[src/rtl/ifu_prefetch_if.sv]
// -----------------------------------------------------------------------------
// wishbone : Wishbone B4 classic bus bundle used by the instruction fetch unit.
//
//   ADR   [XLEN-1:0]  byte address, master -> slave
//   DAT_R [31:0]      read data, slave -> master
//   DAT_W [31:0]      write data, master -> slave
//   SEL   [3:0]       byte lane selects, master -> slave
//   WE                write enable, master -> slave
//   STB, CYC          strobe / cycle, master -> slave
//   ACK               transfer acknowledge, slave -> master
//
// Handshake: a transfer is requested while STB=CYC=1 and completes on the
// rising clock edge at which ACK=1; the master keeps STB/CYC asserted until
// that edge. An ACK seen while STB=0 carries no transfer.
// -----------------------------------------------------------------------------
interface wishbone #(
   parameter int XLEN = 32
) ();
   logic [XLEN-1:0] ADR;
   logic [31:0]     DAT_R;
   logic [31:0]     DAT_W;
   logic [3:0]      SEL;
   logic            WE;
   logic            STB;
   logic            CYC;
   logic            ACK;

   modport MASTER (output ADR, DAT_W, SEL, WE, STB, CYC, input DAT_R, ACK);
   modport SLAVE  (input ADR, DAT_W, SEL, WE, STB, CYC, output DAT_R, ACK);
endinterface

[src/rtl/ifu_prefetch.sv]
// -----------------------------------------------------------------------------
// ifu_prefetch : instruction fetch unit with a DEPTH-entry prefetch FIFO.
//
// Fetches sequential 32-bit words ahead of decode over a Wishbone classic
// master port and keeps fetching past branches; a taken jump (je) flushes the
// FIFO and redirects fetch to ja. A request already on the bus when je hits
// is completed and its data discarded (DRAIN).
//
// Ports:
//   clk, rst      clock, asynchronous active-high reset
//   instr_bus     wishbone.MASTER fetch port
//   stall         decode not accepting, head entry held
//   je, ja        taken jump and its (word aligned) target
//   instr_valid   head entry presented
//   instr_out     head instruction, NOP (addi x0,x0,0) when empty or stalled
//   curr_pc       PC of the head entry (fetch PC while empty)
//   inc_pc        curr_pc + 4
//   stalled       !instr_valid
//   fsm_state     fetch FSM state, for debug and assertions
//
// Optional: define IFU_PREFETCH_STATS_EN to add fetch_cnt, flush_cnt and
// discard_cnt event counters.
// -----------------------------------------------------------------------------
module ifu_prefetch #(
   parameter int              XLEN     = 32,
   parameter int              DEPTH    = 4,
   parameter logic [XLEN-1:0] RESET_PC = '0
) (
   input  logic            clk,
   input  logic            rst,
   wishbone.MASTER         instr_bus,
   input  logic            stall,
   input  logic            je,
   input  logic [XLEN-1:0] ja,
   output logic            instr_valid,
   output logic [31:0]     instr_out,
   output logic [XLEN-1:0] curr_pc,
   output logic [XLEN-1:0] inc_pc,
   output logic            stalled,
`ifdef IFU_PREFETCH_STATS_EN
   output logic [31:0]     fetch_cnt,
   output logic [31:0]     flush_cnt,
   output logic [31:0]     discard_cnt,
`endif
   output logic [1:0]      fsm_state
);

   localparam logic [1:0]  IDLE  = 2'd0;
   localparam logic [1:0]  FETCH = 2'd1;
   localparam logic [1:0]  DRAIN = 2'd2;
   localparam logic [31:0] NOP   = 32'h0000_0013;
   localparam int          AW    = $clog2(DEPTH);
   localparam logic [AW:0] FULL  = (AW + 1)'(DEPTH);

   logic [31:0]     fifo_instr [DEPTH];
   logic [XLEN-1:0] fifo_pc    [DEPTH];
   logic [AW-1:0]   rd_ptr, wr_ptr;
   logic [AW:0]     count, count_next;
   logic [1:0]      state, state_next;
   logic [XLEN-1:0] fetch_pc, fetch_pc_next;
   logic [XLEN-1:0] ja_aligned;
   logic            ack, push, pop, space_ok;

   assign ack        = instr_bus.ACK;
   assign ja_aligned = ja & ~XLEN'(3);

   // A jump kills both the head pop and any data arriving in the same cycle.
   assign push       = (state == FETCH) && ack && !je;
   assign pop        = instr_valid && !stall && !je;
   assign count_next = count + (AW + 1)'(push) - (AW + 1)'(pop);

   // A full FIFO may still issue when the head leaves this cycle, so the
   // single outstanding request always has a slot when it completes.
   assign space_ok   = (count < FULL) || pop;

   always_comb begin
      state_next    = state;
      fetch_pc_next = fetch_pc;
      case (state)
         IDLE: begin
            if (je) begin
               fetch_pc_next = ja_aligned;
               state_next    = FETCH;
            end else if (space_ok) begin
               state_next = FETCH;
            end
         end
         FETCH: begin
            if (je) begin
               fetch_pc_next = ja_aligned;
               // Request completing now is simply dropped; otherwise wait it out.
               state_next    = ack ? FETCH : DRAIN;
            end else if (ack) begin
               fetch_pc_next = fetch_pc + XLEN'(4);
               state_next    = (count_next < FULL) ? FETCH : IDLE;
            end
         end
         DRAIN: begin
            if (je) fetch_pc_next = ja_aligned;
            if (ack) state_next = FETCH;
         end
         default: state_next = IDLE;
      endcase
   end

   always_ff @(posedge clk or posedge rst) begin
      if (rst) begin
         state    <= IDLE;
         fetch_pc <= RESET_PC;
         rd_ptr   <= '0;
         wr_ptr   <= '0;
         count    <= '0;
      end else begin
         state    <= state_next;
         fetch_pc <= fetch_pc_next;
         if (je) begin
            rd_ptr <= '0;
            wr_ptr <= '0;
            count  <= '0;
         end else begin
            if (pop)  rd_ptr <= rd_ptr + AW'(1);
            if (push) wr_ptr <= wr_ptr + AW'(1);
            count <= count_next;
         end
      end
   end

   // Storage needs no reset: count gates every read.
   always_ff @(posedge clk) begin
      if (push) begin
         fifo_instr[wr_ptr] <= instr_bus.DAT_R;
         fifo_pc[wr_ptr]    <= fetch_pc;
      end
   end

   assign instr_valid = (count != '0);
   assign stalled     = !instr_valid;
   assign instr_out   = (instr_valid && !stall) ? fifo_instr[rd_ptr] : NOP;
   assign curr_pc     = instr_valid ? fifo_pc[rd_ptr] : fetch_pc;
   assign inc_pc      = curr_pc + XLEN'(4);
   assign fsm_state   = state;

   assign instr_bus.ADR   = fetch_pc;
   assign instr_bus.DAT_W = '0;
   assign instr_bus.SEL   = 4'b1111;
   assign instr_bus.WE    = 1'b0;
   assign instr_bus.STB   = (state == FETCH) || (state == DRAIN);
   assign instr_bus.CYC   = (state == FETCH) || (state == DRAIN);

`ifdef IFU_PREFETCH_STATS_EN
   always_ff @(posedge clk or posedge rst) begin
      if (rst) begin
         fetch_cnt   <= '0;
         flush_cnt   <= '0;
         discard_cnt <= '0;
      end else begin
         if (push) fetch_cnt <= fetch_cnt + 32'd1;
         if (je)   flush_cnt <= flush_cnt + 32'd1;
         if (ack && (((state == FETCH) && je) || (state == DRAIN)))
            discard_cnt <= discard_cnt + 32'd1;
      end
   end
`endif

endmodule

[src/flat_wrapper.sv]
// flat-port wrapper written by rule: the top's interface ports become plain ports
module ifu_prefetch_flat 
#(
   parameter int              XLEN     = 32,
   parameter int              DEPTH    = 4,
   parameter logic [XLEN-1:0] RESET_PC = '0
)
  (clk, rst, stall, je, ja, instr_valid, instr_out, curr_pc, inc_pc, stalled, fsm_state, instr_bus_ADR, instr_bus_DAT_W, instr_bus_SEL, instr_bus_WE, instr_bus_STB, instr_bus_CYC, instr_bus_DAT_R, instr_bus_ACK);
  wishbone #(.XLEN(XLEN)) instr_bus_i ();
  input  logic clk;
  input  logic rst;
  input  logic stall;
  input  logic je;
  input  logic [XLEN-1:0] ja;
  output logic instr_valid;
  output logic [31:0] instr_out;
  output logic [XLEN-1:0] curr_pc;
  output logic [XLEN-1:0] inc_pc;
  output logic stalled;
  output logic [1:0] fsm_state;
  output wire logic [$bits(instr_bus_i.ADR)-1:0] instr_bus_ADR;
  output wire logic [$bits(instr_bus_i.DAT_W)-1:0] instr_bus_DAT_W;
  output wire logic [$bits(instr_bus_i.SEL)-1:0] instr_bus_SEL;
  output wire logic [$bits(instr_bus_i.WE)-1:0] instr_bus_WE;
  output wire logic [$bits(instr_bus_i.STB)-1:0] instr_bus_STB;
  output wire logic [$bits(instr_bus_i.CYC)-1:0] instr_bus_CYC;
  input wire logic [$bits(instr_bus_i.DAT_R)-1:0] instr_bus_DAT_R;
  input wire logic [$bits(instr_bus_i.ACK)-1:0] instr_bus_ACK;
  assign instr_bus_ADR = instr_bus_i.ADR;
  assign instr_bus_DAT_W = instr_bus_i.DAT_W;
  assign instr_bus_SEL = instr_bus_i.SEL;
  assign instr_bus_WE = instr_bus_i.WE;
  assign instr_bus_STB = instr_bus_i.STB;
  assign instr_bus_CYC = instr_bus_i.CYC;
  assign instr_bus_i.DAT_R = instr_bus_DAT_R;
  assign instr_bus_i.ACK = instr_bus_ACK;
  ifu_prefetch #(.XLEN(XLEN), .DEPTH(DEPTH), .RESET_PC(RESET_PC)) u_core (.clk(clk), .rst(rst), .instr_bus(instr_bus_i), .stall(stall), .je(je), .ja(ja), .instr_valid(instr_valid), .instr_out(instr_out), .curr_pc(curr_pc), .inc_pc(inc_pc), .stalled(stalled), .fsm_state(fsm_state));
endmodule
[config.mk]
export PLATFORM = sky130hd
export DESIGN_NAME = ifu_prefetch_flat
export DESIGN_NICKNAME = d
export VERILOG_FILES = /design/src/rtl/ifu_prefetch_if.sv /design/src/rtl/ifu_prefetch.sv /design/src/flat_wrapper.sv
export SDC_FILE = /design/constraint.sdc
export NUM_CORES = 1
export LEC_CHECK = 0
export BUFFER_PORTS_ARGS = -buffer_cell sky130_fd_sc_hd__buf_2
export CORE_ASPECT_RATIO = 1.1
export CORE_MARGIN = 2
export CORE_UTILIZATION = 25
export DETAILED_ROUTE_END_ITERATION = 8
export PLACE_DENSITY = 0.41
export SYNTH_ARGS = -nofsm -noshare
export SYNTH_HDL_FRONTEND = slang
export SYNTH_SLANG_ARGS = --single-unit
[constraint.sdc]
create_clock -name clk -period 9.1 [get_ports clk]
set_input_delay 0.455 -clock clk [delete_from_list [all_inputs] [get_ports clk]]
set_output_delay 0.455 -clock clk [all_outputs]
set_load 0.02 [all_outputs]
==> load_flow_metrics.sql, run 1 <==
INSERT INTO impl_metrics (metric_group, metric, value, unit) VALUES
('outcome', 'outcome', 'complete, but fails checks', ''),
('outcome', 'failing_checks', 'DRC', ''),
('worst_setup_path', 'timing.critical_path.to', 'inc_pc[28]', ''),
('sta', 'tightestPinTransition', '0.961', 'ns'),
('placement', 'hpwlAfterDp', '22900', 'µm'),
('worst_setup_path', 'critPathLaunchType', 'flip-flop', ''),
('routing', 'wire_per_inst', '20.3', 'µm'),
('placement', 'routabilityCongestion', '0.753', ''),
('final_layout', 'num-fill-cells', '5225', ''),
('cts', 'clkSinkCount', '287', ''),
('sta', 'timing.final.max_slew_violations', '0', ''),
('routing', 'route.vias.total', '8111', ''),
('sta', 'finalSetupViolCount', '0', ''),
('power_and_ir_drop', 'power.static_leakage', '5.60', 'nW'),
('placement', 'place.port_buffers', '194', ''),
('sta', 'relSlewSlack', '35.9', '%'),
('logic_synthesis', 'fraction_of_the_yosys_area_taken_by_sequential_cells', '64.8', '%'),
('worst_setup_path', 'r2r_setup_slack', '5.25', 'ns'),
('cts', 'cts.repair.resized', '0', ''),
('global_routing', 'globalRouteOverflowTotal', '0', ''),
('final_layout', 'drive_above_1_share', '28.9', '%'),
('final_layout', 'num_antenna_cells', '0', ''),
('die', 'placeableCoreArea', '51400', 'µm²'),
('cts', 'clkSlewWorstSetupHoldPaths', '0.06', 'ns'),
('die', 'die_h', '243', 'µm'),
('worst_setup_path', 'endpoint_arrival_time_on_the_critical_path', '4.55', 'ns'),
('power_and_ir_drop', 'report.power.total', '5.57', 'mW'),
('cts', 'post_cts.repair.setup_buffers', '0', ''),
('die', 'die_width', '221', 'µm'),
('routing', 'routed_wirelength', '36400', 'µm'),
('routing', 'drt_drc_violations_left', '26', ''),
('final_layout', 'postLayoutCellArea', '15600', 'µm²'),
('worst_setup_path', 'critical_path_peak_fanout', '49', ''),
('routing', 'final_antenna_violating_net_count', '0', ''),
('die', 'io_pins', '240', ''),
('cts', 'cts-buffers-inserted', '34', ''),
('logic_synthesis', 'ys_ff_latch', '287', ''),
('power_and_ir_drop', 'pwr_density_cell', '357', 'nW/µm²'),
('global_routing', 'grt_antenna_before_repair', '0', ''),
('cts', 'maximum_count_of_clock_buffers_along_a_single_path', '3', ''),
('global_routing', 'gr-usage-all-layers', '13.3', '%'),
('cts', 'clk_root_buffer_cell', 'sky130_fd_sc_hd__clkbuf_16', ''),
('worst_setup_path', 'ff2ff_path_depth', '14', ''),
('global_routing', 'wire_length_of_the_first_global_routing_pass', '53600', 'µm'),
('sta', 'report.final.hold_viol_count', '0', ''),
('sta', 'grt_setup_unrepaired', 'false', ''),
('die', 'initial_utilization', '25.3', '%'),
('sta', 'max_clock_freq', '200', 'MHz'),
('routing', 'vias_per_cell', '4.53', ''),
('logic_synthesis', 'synth-edff-count', '248', ''),
('sta', 'tns', '0', 'ns'),
('routing', 'initialDrtViolationCount', '417', ''),
('cts', 'worstSkewPairLatency', '0.53', 'ns'),
('power_and_ir_drop', 'ir_worst_vdd', '0.000143', 'V'),
('final_layout', 'area_growth_syn_to_layout', '20.0', '%'),
('worst_setup_path', 'source_of_the_critical_timing_path', 'u_core.count[1]', ''),
('worst_setup_path', 'reg2reg_from', 'u_core.count[1]', ''),
('logic_synthesis', 'yosys_most_used_dff', 'sky130_fd_sc_hd__edfxtp_1', ''),
('cts', 'cts_hold_repair.buffers', '0', ''),
('logic_synthesis', 'postSynth.asyncResetShare', '13.6', '%'),
('logic_synthesis', 'synth.lib_cells_used.distinct', '52', ''),
('run', 'maxCapViolCount', '0', ''),
('worst_setup_path', 'setup.worst_path.end_class', 'output port', ''),
('final_layout', 'multi_input_comb_area', '4120', 'µm²'),
('worst_setup_path', 'r2r-end', 'u_core.fsm_state[0]', ''),
('worst_setup_path', 'critical_path_class', 'flip-flop to output port', ''),
('logic_synthesis', 'synthesis.area_per_instance', '14.4', 'µm²'),
('die', 'die_area', '53800', 'µm²'),
('logic_synthesis', 'synthesis.yosys.warnings', '0', ''),
('placement', 'pre_cts_setup_slack', '4.66', 'ns'),
('sta', 'fin_skew', '0.0175', 'ns');
[per-stage QoR]
| stage | util, % | hold slack (ns) | std cells |
|---|---|---|---|
| 3_3_place_gp | 28.3 | 0.575 | 1730 |
| 4_1_cts | 30.4 | 0.101 | 1790 |
| 6_report | 30.4 | 0.147 | 1790 |
| 2_1_floorplan | - | 0.543 | 943 |
| 3_5_place_dp | 28.3 | 0.585 | 1730 |
| 5_1_grt | 30.4 | 0.117 | 1790 |
[cells in the mapped netlist (12+ instances only)]
cell,count,area [µm²]
sky130_fd_sc_hd__clkbuf_1,27,101
sky130_fd_sc_hd__nand4_1,17,106
sky130_fd_sc_hd__nor2_1,29,109
sky130_fd_sc_hd__nor3_1,12,60.1
sky130_fd_sc_hd__mux4_2,54,1220
sky130_fd_sc_hd__nand2_1,108,405
sky130_fd_sc_hd__inv_1,25,93.8
sky130_fd_sc_hd__and2_1,37,231
sky130_fd_sc_hd__ha_1,12,150
sky130_fd_sc_hd__edfxtp_1,248,7450
sky130_fd_sc_hd__buf_4,47,353
sky130_fd_sc_hd__xnor2_1,18,158
sky130_fd_sc_hd__a21oi_1,60,300
sky130_fd_sc_hd__o21ai_0,21,105
sky130_fd_sc_hd__nand3_1,32,160
sky130_fd_sc_hd__dfrtp_1,39,976
[layer usage]
metal | vias to the layer above | share of wire (%) | track usage (%)
met2 | 258 | 49 | 22.7
met5 | - | 0 | 0
met4 | 0 | 2.6 | 4.21
met3 | 54 | 5.9 | 3.27
li1 | 3731 | - | -
met1 | 4068 | 43 | 16.7
[critical path, cell delays in order, from the launching register on]
cell                      delay, ns
sky130_fd_sc_hd__dfrtp_1       0.43
sky130_fd_sc_hd__or3_4         0.62
sky130_fd_sc_hd__inv_2         0.46
sky130_fd_sc_hd__a21oi_1       0.15
sky130_fd_sc_hd__inv_1         0.09
sky130_fd_sc_hd__ha_1          0.23
sky130_fd_sc_hd__nand4_1       0.11
sky130_fd_sc_hd__a22oi_1       0.51
sky130_fd_sc_hd__nand4_1       0.50
sky130_fd_sc_hd__or3_1         0.48
sky130_fd_sc_hd__xnor2_1       0.14
sky130_fd_sc_hd__buf_2         0.18
[registers in the layout, indices dropped and copies added (netlist names)]
| signal | cells |
|---|---|
| u_core.fsm_state | 2 |
| u_core.fifo_pc | 120 |
| u_core.instr_bus.ADR | 30 |
| u_core.fifo_instr | 128 |
| u_core.wr_ptr | 2 |
| u_core.rd_ptr | 2 |
| u_core.count | 3 |
[layout make-up]
| cell class | instances | area share, % |
|---|---|---|
| inverters | 27 | 0.649 |
| repair buffers | 208 | 6.90 |
| well taps | 667 | 5.35 |
| multi-input cells | 541 | 26.4 |
| flip-flops and latches | 287 | 54.0 |
| clock inverters | 12 | 0.706 |
| clock buffers | 48 | 5.99 |
[how the worst min path moves through the flow]
stage                                           to                 from  slack, ns
final                             u_core.rd_ptr[1]                  rst       0.15
after floorplan                   u_core.wr_ptr[1]     u_core.wr_ptr[1]       0.54
after detailed placement          u_core.wr_ptr[1]     u_core.wr_ptr[1]       0.58
after global routing      u_core.fifo_instr[3][13]  instr_bus_DAT_R[13]       0.12
after global placement            u_core.wr_ptr[1]     u_core.wr_ptr[1]       0.57
after CTS                 u_core.fifo_instr[2][21]  instr_bus_DAT_R[21]       0.10
[report_power, final]
group | switching (mW) | leakage (nW) | total (mW) | internal, mW
combinational | 1.54 | 2.42 | 2.36 | 0.817
sequential | 0.267 | 2.66 | 1.91 | 1.65
clock | 0.526 | 0.514 | 1.30 | 0.772
total | 2.33 | 5.60 | 5.57 | 3.24
[placed cells by master, fill, tap and decap left out, drive strengths merged, types with 27 or more instances in the layout]
master / instances
nand2: 109
nand3: 32
a21oi: 60
inv: 27
mux4: 62
conb: 43
buf: 208
nor2: 29
and2: 37
edfxtp: 248
clkbuf: 48
dfrtp: 39
[kinds of logic after synthesis]
group | Yosys count | share of synthesized area, %
and+or+nand+nor | 263 | 9.75
xor gates and xnor gates | 28 | 1.89
buffers and inverters | 115 | 4.91
muxes | 68 | 11.4
other | 2 | 0.0578
DFF | 287 | 64.8
adders and majority gates | 13 | 1.31
AOI/OAI and AO/OA | 126 | 5.86
(Power assumes the default switching activity.)
==> run 2, diff against run 1 <==
--- a/config.mk
+++ b/config.mk
@@ -10,7 +10,7 @@
 export CORE_MARGIN = 2
 export CORE_UTILIZATION = 25
 export DETAILED_ROUTE_END_ITERATION = 8
-export PLACE_DENSITY = 0.41
+export PLACE_DENSITY = 0.43
 export SYNTH_ARGS = -nofsm -noshare
 export SYNTH_HDL_FRONTEND = slang
 export SYNTH_SLANG_ARGS = --single-unit
==> constraint.sdc (replaced) <==
create_clock -name clk -period 4.4 [get_ports clk]
set_input_delay 0.22 -clock clk [delete_from_list [all_inputs] [get_ports clk]]
set_output_delay 0.22 -clock clk [all_outputs]
set_load 0.02 [all_outputs]
==> load_flow_metrics.sql, run 2 (synthesis gave the netlist of run 1 again) <==
INSERT INTO impl_metrics (metric_group, metric, value, unit) VALUES
('cts', 'clk_root_buffer_cell', 'sky130_fd_sc_hd__clkbuf_16', ''),
('final_layout', 'largest_register_ffs', '128', ''),
('final_layout', 'num_antenna_cells', '0', ''),
('worst_setup_path', 'critical_path_class', 'flip-flop to output port', ''),
('worst_setup_path', 'critical_path_peak_fanout', '16', ''),
('cts', 'clock_tree_from_tritoncts', 'built', ''),
('sta', 'layout_worst_path_cycle_share', '89.8', '%'),
('outcome', 'failing_checks', 'DRC', ''),
('routing', 'routed_wirelength', '36900', 'µm'),
('global_routing', 'wire_length_of_the_first_global_routing_pass', '55600', 'µm'),
('global_routing', 'gr-usage-all-layers', '13.7', '%'),
('power_and_ir_drop', 'power.static_leakage', '5.86', 'nW'),
('power_and_ir_drop', 'ir_worst_vdd', '0.000308', 'V'),
('routing', 'wire_per_inst', '20.0', 'µm'),
('power_and_ir_drop', 'report.power.total', '11.7', 'mW'),
('worst_setup_path', 'worst_path_largest_cell_delay', '0.63', 'ns'),
('sta', 'timing.final.max_slew_violations', '0', ''),
('global_routing', 'vias_in_the_first_global_route', '8686', ''),
('final_layout', 'layout.cells.most_common', 'sky130_fd_sc_hd__edfxtp_1', ''),
('run', 'maxCapViolCount', '0', ''),
('final_layout', 'registers.top_by_ff_count', 'u_core.fifo_instr', ''),
('sta', 'report.final.hold_viol_count', '0', ''),
('die', 'placeableCoreArea', '51400', 'µm²'),
('outcome', 'outcome', 'complete, but fails checks', ''),
('worst_setup_path', 'cells_along_the_critical_path', 'mux4_2 -> and2_1 -> a21oi_1 -> inv_1 -> ha_1 -> nand4_1 -> a22oi_2 -> nand4_1 -> or3_1 -> xnor2_1 -> buf_2', ''),
('worst_setup_path', 'setup.worst_path.end_class', 'output port', ''),
('worst_setup_path', 'endpoint_arrival_time_on_the_critical_path', '3.73', 'ns'),
('routing', 'first_pass_iters', '7', ''),
('placement', 'hpwlAfterDp', '23500', 'µm'),
('sta', 'tightestPinTransition', '1.00', 'ns'),
('power_and_ir_drop', 'pwr_density_cell', '725', 'nW/µm²'),
('die', 'io_pins', '240', ''),
('worst_setup_path', 'critPathLaunchType', 'flip-flop', ''),
('worst_setup_path', 'critPathMostFrequentCell', 'sky130_fd_sc_hd__nand4_1', ''),
('die', 'initial_utilization', '25.3', '%'),
('placement', 'routabilityCongestion', '0.756', ''),
('routing', 'drt_drc_violations_left', '26', ''),
('cts', 'clkSlewWorstSetupHoldPaths', '0.06', 'ns'),
('die', 'row_count', '87', ''),
('placement', 'number_of_cells_after_detailed_placement', '1743', ''),
('cts', 'cts-buffers-inserted', '34', ''),
('final_layout', 'layoutNonFillerInstCount', '1847', ''),
('routing', 'vias_per_cell', '4.54', ''),
('final_layout', 'mostFrequentLayoutCells', 'sky130_fd_sc_hd__edfxtp_1, sky130_fd_sc_hd__buf_2, sky130_fd_sc_hd__nand2_1', ''),
('cts', 'worstSkewPairLatency', '0.53', 'ns'),
('worst_hold_path', 'min-delay-path-class', 'input pin to flip-flop', ''),
('final_layout', 'drive_above_1_share', '28.6', '%'),
('sta', 'whs', '0.0438', 'ns'),
('sta', 'max_clock_freq', '253', 'MHz'),
('routing', 'initialDrtViolationCount', '503', ''),
('global_routing', 'grt_antenna_before_repair', '2', ''),
('sta', 'fin_skew', '0.0210', 'ns'),
('placement', 'place.port_buffers', '194', ''),
('global_routing', 'maximum_number_of_pins_on_one_net_before_global_route_repair', '44', ''),
('sta', 'relSlewSlack', '33.2', '%'),
('cts', 'clkSinkCount', '287', ''),
('sta', 'tns', '0', 'ns'),
('final_layout', 'area_growth_syn_to_layout', '24.5', '%'),
('worst_setup_path', 'cp_slowest_cell', 'sky130_fd_sc_hd__dfrtp_4', ''),
('final_layout', 'num-fill-cells', '5160', ''),
('sta', 'grt_setup_unrepaired', 'false', ''),
('sta', 'period_minus_slack', '3.95', 'ns'),
('final_layout', 'num-nets-final', '1237', ''),
('die', 'die_area', '53800', 'µm²'),
('global_routing', 'globalRouteOverflowTotal', '0', ''),
('die', 'die_width', '221', 'µm'),
('sta', 'finalSetupViolCount', '0', ''),
('cts', 'post_cts.repair.setup_buffers', '0', ''),
('routing', 'route.vias.total', '8379', ''),
('worst_setup_path', 'cp_data_required_time', '4.18', 'ns'),
('die', 'die_h', '243', 'µm'),
('cts', 'htree_levels', '2', ''),
('routing', 'final_antenna_violating_net_count', '0', ''),
('cts', 'maximum_count_of_clock_buffers_along_a_single_path', '3', '');
==> run 2: cell types whose count changed in the layout (fill, tap and decap cells not counted) <==
cell and delta:
sky130_fd_sc_hd__buf_4 +12, sky130_fd_sc_hd__clkinv_4 +1, sky130_fd_sc_hd__clkinv_1 +3, sky130_fd_sc_hd__a22oi_1 -1, sky130_fd_sc_hd__a22oi_2 +1, sky130_fd_sc_hd__dlygate4sd3_1 +43
sky130_fd_sc_hd__buf_12 +1, sky130_fd_sc_hd__bufinv_16 +1, sky130_fd_sc_hd__clkbuf_1 -2, sky130_fd_sc_hd__clkinv_2 -2
==> run 2: worst max-delay path: cells and delay by family, from the launching register on <==
family	cells	cell delay, ns
AO/OA/AOI/OAI	2	0.42
XOR/XNOR	1	0.15
adder cells (fa/ha/maj)	1	0.24
buffers and inverters	2	0.28
flip-flops	1	0.63
multiplexers	1	0.42
AND/OR/NAND/NOR	4	1.06
==> run 2: stage by stage <==
step,setup slack [ns],instance area (µm²),utilization [%]
after CTS,0.204,16200,31.5
after floorplan,0.180,13200,-
after detailed placement,0.818,14700,28.6
after global placement,0.842,14700,28.6
after global routing,0.193,16200,31.5
final,0.447,16200,31.5
==> run 2: power by group <==
group | switching [mW] | internal [mW] | total (mW)
logic | 3.32 | 1.77 | 5.09
clock network | 1.10 | 1.65 | 2.75
registers | 0.480 | 3.41 | 3.89
==> run 2: layout make-up <==
cell class	instances	area, µm²	area share (%)
Sequential cell	287	8430	52.1
Multi-Input combinational cell	541	4120	25.5
Timing Repair Buffer	264	1620	9.99
Clock buffer	46	927	5.73
Tap cell	667	835	5.16
Clock inverter	15	150	0.928
Inverter	27	101	0.626
==> run 2: repair_timing <==
action | 4_1_cts | 5_1_grt
endpoints found under the setup margin | 0 | 2
hold buffers | 43 | 0
hold endpoints to repair | 177 | 0
gates resized for setup | 0 | 1
==> run 2: metal layers <==
metal,up-vias,wire [µm],track usage (%)
met1,4173,16100,17.7
met2,288,17800,22.9
met3,51,2150,3.12
met4,4,886,3.95
met5,-,29,0
li1,3863,-,-
==> run 2: worst paths after layout <==
path / startpoint / end / slack [ns] / cells past startpoint
worst min register to register: u_core.wr_ptr[1] / u_core.wr_ptr[1] / 0.58 / 2
max in group asynchronous: rst / u_core.rd_ptr[0] / 3.18 / 3
min in group asynchronous: rst / u_core.fsm_state[0] / 0.49 / 3
worst max-delay path: u_core.rd_ptr[0] / inc_pc[28] / 0.45 / 11
worst max register to register: u_core.count[2] / u_core.fsm_state[0] / 1.22 / 14
worst min-delay path: ja[25] / u_core.instr_bus.ADR[25] / 0.04 / 3
